==> config.mk <==
export PLATFORM = sky130hd
export DESIGN_NAME = wb_stage
export DESIGN_NICKNAME = d
export VERILOG_FILES = /design/src/rtl/wb_stage.sv
export SDC_FILE = /design/constraint.sdc
export NUM_CORES = 1
export LEC_CHECK = 0
export BUFFER_PORTS_ARGS = -buffer_cell sky130_fd_sc_hd__buf_2
export CAP_MARGIN = 20
export CORE_ASPECT_RATIO = 0.6
export CORE_UTILIZATION = 52
export CTS_BUF_LIST = sky130_fd_sc_hd__clkbuf_16
export DETAILED_ROUTE_END_ITERATION = 8
export PLACE_DENSITY = 0.81
export SYNTH_ARGS = -nofsm -noshare
export SYNTH_HDL_FRONTEND = slang
export SYNTH_SLANG_ARGS = --single-unit
export TNS_END_PERCENT = 50
==> constraint.sdc <==
create_clock -name clk -period 6.15 [get_ports clk]
set_input_delay 1.845 -clock clk [delete_from_list [all_inputs] [get_ports clk]]
set_output_delay 1.845 -clock clk [all_outputs]
set_load 0.005 [all_outputs]
==> src/rtl/wb_stage.sv <==
// wb_stage: final pipeline stage of the RV32I core.
//
// Registers the memory-stage results and aligns and sign-extends load data.
// Selects the writeback value and drives the register file write port. The
// same write is exported as a forwarding source. A retired-instruction
// counter is also kept here.
//
// Handshake / pipeline control: there is no valid/ready pair here. stall
// holds every register field. flush turns the register into a bubble and
// takes priority over stall. A real instruction enters when neither is
// asserted.
//
// Ports:
//   clk, rst                      clock (rising edge), async active-high reset
//   mem_valid .. mem_pc_plus4     MEM-stage results to capture
//   stall, flush                  pipeline hold / bubble insertion
//   wb_rd, wb_wd, wb_we           register file write port
//   wb_valid                      WB register holds a real instruction
//   fwd_rd, fwd_data, fwd_en      forwarding source, identical to wb_*
//   instret                       retired-instruction counter (wraps)
module wb_stage #(
  parameter int XLEN  = 32,
  parameter int CNT_W = 32
) (
  input  logic             clk,
  input  logic             rst,
  input  logic             mem_valid,
  input  logic             mem_reg_write,
  input  logic [4:0]       mem_rd,
  input  logic [1:0]       mem_result_src,
  input  logic [2:0]       mem_funct3,
  input  logic [XLEN-1:0]  mem_alu_result,
  input  logic [XLEN-1:0]  mem_read_data,
  input  logic [XLEN-1:0]  mem_pc_plus4,
  input  logic             stall,
  input  logic             flush,
  output logic [4:0]       wb_rd,
  output logic [XLEN-1:0]  wb_wd,
  output logic             wb_we,
  output logic             wb_valid,
  output logic [4:0]       fwd_rd,
  output logic [XLEN-1:0]  fwd_data,
  output logic             fwd_en,
  output logic [CNT_W-1:0] instret
);

  // WB pipeline register fields
  logic            r_valid;
  logic            r_reg_write;
  logic [4:0]      r_rd;
  logic [1:0]      r_src;
  logic [2:0]      r_funct3;
  logic [XLEN-1:0] r_alu;
  logic [XLEN-1:0] r_rdata;
  logic [XLEN-1:0] r_pc;
  logic [CNT_W-1:0] cnt_q;

  always_ff @(posedge clk or posedge rst) begin
    if (rst) begin
      r_valid     <= 1'b0;
      r_reg_write <= 1'b0;
      r_rd        <= '0;
      r_src       <= '0;
      r_funct3    <= '0;
      r_alu       <= '0;
      r_rdata     <= '0;
      r_pc        <= '0;
    end else if (flush) begin
      // Only the qualifiers need clearing; the payload is don't-care.
      r_valid     <= 1'b0;
      r_reg_write <= 1'b0;
    end else if (!stall) begin
      r_valid     <= mem_valid;
      r_reg_write <= mem_reg_write;
      r_rd        <= mem_rd;
      r_src       <= mem_result_src;
      r_funct3    <= mem_funct3;
      r_alu       <= mem_alu_result;
      r_rdata     <= mem_read_data;
      r_pc        <= mem_pc_plus4;
    end
  end

  // An instruction is counted on the single edge where it enters WB, so a
  // stalled instruction is never counted twice.
  always_ff @(posedge clk or posedge rst) begin
    if (rst) begin
      cnt_q <= '0;
    end else if (!flush && !stall && mem_valid) begin
      cnt_q <= cnt_q + CNT_W'(1);
    end
  end

  // Load alignment
  logic [7:0]      ld_byte;
  logic [15:0]     ld_half;
  logic [XLEN-1:0] ld_data;
  logic [XLEN-1:0] wd;

  always_comb begin
    ld_byte = r_rdata[7:0];
    case (r_alu[1:0])
      2'd0: ld_byte = r_rdata[7:0];
      2'd1: ld_byte = r_rdata[15:8];
      2'd2: ld_byte = r_rdata[23:16];
      2'd3: ld_byte = r_rdata[31:24];
      default: ld_byte = r_rdata[7:0];
    endcase
    // Halfword select ignores off[0]; misaligned halves are not trapped here.
    ld_half = r_alu[1] ? r_rdata[31:16] : r_rdata[15:0];

    ld_data = r_rdata;
    case (r_funct3)
      3'b000:  ld_data = {{(XLEN-8){ld_byte[7]}}, ld_byte};
      3'b100:  ld_data = {{(XLEN-8){1'b0}}, ld_byte};
      3'b001:  ld_data = {{(XLEN-16){ld_half[15]}}, ld_half};
      3'b101:  ld_data = {{(XLEN-16){1'b0}}, ld_half};
      default: ld_data = r_rdata;
    endcase

    wd = r_alu;
    case (r_src)
      2'b01:   wd = ld_data;
      2'b10:   wd = r_pc;
      default: wd = r_alu;
    endcase
  end

  assign wb_rd    = r_rd;
  assign wb_wd    = wd;
  assign wb_we    = r_valid & r_reg_write & (r_rd != 5'd0);
  assign wb_valid = r_valid;
  assign fwd_rd   = r_rd;
  assign fwd_data = wd;
  assign fwd_en   = wb_we;
  assign instret  = cnt_q;

endmodule

# Word-level counts from Yosys, hierarchy flattened
# Index checks and enable logic that the tools add are counted.
word_totals:
  reg_bits: 140
  input_bits: 112
classes:
  add_sub_neg: 1
  eq_ne: 9
  mux: 8
  n_bitwise: 4
  n_reduce_logical: 8
op_table:
  columns: ["op", "n"]
  rows:
  - ["32-bit one-hot mux with 4 select lines", 1]
  - ["32-bit one-hot mux with 2 select lines", 1]
  - ["32-bit by 1-bit adder with 32-bit output (second input constant)", 1]
  - ["8-bit one-hot mux with 4 select lines", 1]
  - ["16-bit two-way mux", 1]
  - ["2-bit == test (second input constant)", 3]
  - ["3-bit == test (second input constant)", 2]
  - ["5-bit nonzero test", 1]
  - ["2-bit by 1-bit == test with 1-bit output (second input constant)", 2]
  - ["1-bit two-way mux", 4]
  - ["3-bit by 1-bit == test with 1-bit output (second input constant)", 1]
  - ["3-bit logical NOT", 1]
  - ["1-bit AND", 2]
  - ["1-bit logical AND", 2]
  - ["1-bit logical NOT", 2]
  - ["2-bit logical NOT", 1]
  - ["2-bit by 1-bit inequality test with 1-bit output (second input constant)", 1]
  - ["1-bit NOT", 2]
  - ["2-bit AND reduction", 1]

# Logic depth before layout (Yosys ltp)
depth:
  ltp_word: 4
  depth_mapped: 8
  ltp_nobuf: 6

# Worst setup path after synthesis
# Ideal clock, no wire load.
synth_timing:
  path_kind: "flip-flop to output port"
  start: "reg r_src[0]"
  end: "out wb_wd[0]"
  arrival_time_ps: 1696
  required_ps: 4305
  slack_ps: 2609
  path_stages_with_launch: 8
  n_path_buf: 2
  cell_sequence: "dfrtp_1 -> inv_1 -> ha_1 -> nor2b_1 -> clkbuf_1 -> o21ai_0 -> o221ai_1 -> buf_4"
synth_via:
  elab_chain_cells: 2
  word_cells_on_any_way: 3
synth_rtl:
  columns: ["item", "line", "text"]
  rows:
  - ["start: declaration", "51", "logic [1:0] r_src;"]
  - ["start signal: assignment", "76", "r_src <= mem_result_src;"]
  - ["2-bit == test or 2-bit by 1-bit == test with 1-bit output (tied branches)", "122", "case (r_src)"]
  - ["32-bit one-hot mux with 2 select lines (*)", "122", null]
  - ["end: declaration", "38", "output logic [XLEN-1:0] wb_wd,"]
# Mark *: on every way between the ends. The rest lies on a longest branch, timed or not.

# Worst setup path in the final report
layout_timing:
  start: "reg r_src[0]"
  end: "out wb_wd[8]"
# Same word-level chain as after synthesis.

==> flow_summary.ini <==
[final_layout]
layout.nets = 909
nFillCells = 1061
syn_to_final_growth_pct = 21.5
layout_common_cells = buf_2, dfrtp_1, mux2_2
post_route_cells_drive_above_1_share_pct = 45.8
postLayoutCellArea_sq_um = 8480
layout.cells.most_common = buf_2

[critical_path]
timing_worst_setup_path_type = flop to output port
crit_path_start_kind = flop
timing.critical_path.slowest_cell_delay_ps = 590
worstPathCellList = inv_1, ha_2, nand2b_1, a21oi_1, a31oi_1, o21ai_0, buf_2
cp.buffers_inverters = 2
worst-endpoint-arrival_ps = 2760
worstPathMaxFanout = 22
worstPathRequired_ps = 4300
crit_path_top_delay_cell = ha_2
critical_path.endpoint_type = output port
crit_family = compound AO/OA/AOI/OAI gates

[cts]
cts.htree.levels = 4
path_clk_slew_ps = 60
cts_sinks = 140
clk_root_buffer_cell = clkbuf_16
cts_buffer_depth = 2
total_setup_buffers_inserted_after_cts = 0
hold_buffer_count_at_cts = 0
cts_buffers = 17
clkLatencyLatePin_ps = 420
postCtsResizedCells = 0
cts_tree = built

[power]
worst_ir_drop_vdd_v = 0.000175
p_per_area_nw_per_um2 = 329
p_leak_nw = 3.97
design_power_total_mw = 2.79

[global_routing]
grt_start_max_net_pins = 93
grt_pass1_wl_mm = 28.5
antenna_found_initial = 1
global_route.usage.met3_pct = 5.87
grt_ovf = 0
use_met1_pct = 37.6
number_of_global_route_vias_before_repair = 5380
grt_util_all_layers_pct = 27.2
groute.layer.met2.usage_pct = 43.0
peak_usage_layer_in_the_global_routing_report = met2

[yosys]
yosysWarningCount = 0
avg_cell_area_syn_sq_um = 11.2
synth_sequential_area_ratio_pct = 50.2
post-synth-top-area-fraction_pct = 50.2
ys_ff_latch = 140
synthArstFlopShare_pct = 100
ys_dominant_reg_cell = dfrtp_1
synth_top_cell_by_area = dfrtp_1
post_synth_edffs = 0
postSynthNetCount = 739
syn_area_sq_um = 6980
synth_top_cells_by_area = dfrtp_1, mux2_2, buf_4
number_of_instances_in_the_synthesized_netlist = 624
ys_types = 47

[route]
drt_iter0_drc = 253
drt.antenna.violating_nets = 0
post_drt_wl_per_cell_microns = 18.9
detailroute.via_count = 5565
route.detailed.vias_per_inst = 5.69
detail_route.drc_violations = 0
drt_wl_total_mm = 18.5
drtPass1Iterations = 5

[worst_hold_path]
timing.hold.worst.class = flop to flop

[floorplanning]
die_area_sq_um = 13900
num_rows = 32
die_w_microns = 152
top_level_pins = 221
design.core.area_sq_um = 13000
initial_utilization_pct = 53.8
die_h_microns = 91.7

[placed_design]
gpl.final_weighted_congestion = 0.933
placed_cell_area_sq_um = 7890
place_hpwl_mm = 13.3
buffer_ports.inserted = 220

[timing]
final.setup_skew_ps = 10.3
setup-tns-final_ps = 0
period_needed_ps = 4600
rsz0062_at_grt = no
timing.final.crit_share_pct = 74.9
setup_viol = 0
slew_headroom_pct = 28.1
maxSlewViolCount = 0
maximum_frequency_from_static_timing_analysis_mhz = 217
worst-slew-pin-transition_ps = 1070
final-hold-violation-count = 0

[status]
outcome = completed

[run]
max-cap-violations = 0
## power by group
part	internal [mW]	leakage, nW	switching, mW
combinational	0.299	1.98	0.333
clock	0.572	0.273	0.441
sequential	1.04	1.71	0.105
total	1.91	3.97	0.879
## cells by family after synthesis
logic type,synth area share [%]
adder cells (fa/ha/maj),0.538
multiplexers,17.3
XOR/XNOR,3.89
AO/OA/AOI/OAI,9.86
buffers and inverters,7.30
flip-flops,50.2
AND/OR/NAND/NOR,10.9
## flip-flops by register name, indices dropped and copies added (netlist names)
signal / count
instret: 32
r_alu: 32
r_pc: 32
r_rdata: 32
fwd_rd: 5
r_funct3: 3
r_src: 2
r_reg_write: 1
wb_valid: 1
## layer usage
metal / part of all wire (%) / up-vias
met3: 6.5 / 18
li1: - / 2534
met4: 1.0 / 0
met1: 45 / 2799
met5: 0 / -
met2: 47 / 214
## cells in the mapped netlist, types with 2 or more instances
cell type,instances
dfrtp_1,140
mux2_2,100
nand2_1,53
o21ai_0,44
buf_4,41
xnor2_1,30
a21oi_1,25
nor2_1,19
buf_2,17
clkbuf_1,13
nand4_1,13
nand3_1,12
o21ai_1,10
inv_1,9
a22oi_1,8
o221ai_1,8
o22ai_1,8
or3_1,8
a211o_1,7
and3b_1,7
mux2i_1,7
and3_1,5
and2_1,3
and4_1,3
ha_1,3
nand4b_1,3
a21oi_2,2
buf_1,2
buf_6,2
nand2b_1,2
nor2b_1,2
nor3_1,2
nor4_1,2
## final timing paths
check / start / end / slack [ps] / depth (start not counted)
max: r_src[0]$_DFFE_PP0P_ / wb_wd[8] / 1550 / 7
min: instret[31]$_DFFE_PP0P_ / instret[31]$_DFFE_PP0P_ / 480 / 1
max reg2reg: instret[4]$_DFFE_PP0P_ / instret[31]$_DFFE_PP0P_ / 4080 / 4
min reg2reg: instret[31]$_DFFE_PP0P_ / instret[31]$_DFFE_PP0P_ / 480 / 1
max in group asynchronous: rst / r_rdata[24]$_DFFE_PP0P_ / 3400 / 3
min in group asynchronous: rst / instret[31]$_DFFE_PP0P_ / 1610 / 2
## area by class of cell
| cell class | count | area (sq um) | area share (%) |
|---|---|---|---|
| inverters | 10 | 42.5 | 0.502 |
| clock inverters | 15 | 155 | 1.83 |
| well taps | 170 | 213 | 2.51 |
| repair buffers | 226 | 1160 | 13.7 |
| flip-flops and latches | 140 | 3500 | 41.3 |
| diodes | 1 | 2.50 | 0.0295 |
| clock buffers | 17 | 425 | 5.02 |
| multi-input cells | 399 | 2980 | 35.1 |
## stage by stage
step | cells | hold slack [ps] | worst slack (ps) | utilization [%]
after floorplan | 624 | 468 | 552 | -
after global placement | 944 | 458 | 2150 | 60.8
after detailed placement | 945 | 468 | 2030 | 60.8
after CTS | 977 | 477 | 1560 | 65.3
after global routing | 977 | 519 | 1310 | 65.3
final | 978 | 480 | 1550 | 65.3
No activity file was read; power rests on OpenSTA's default activity.
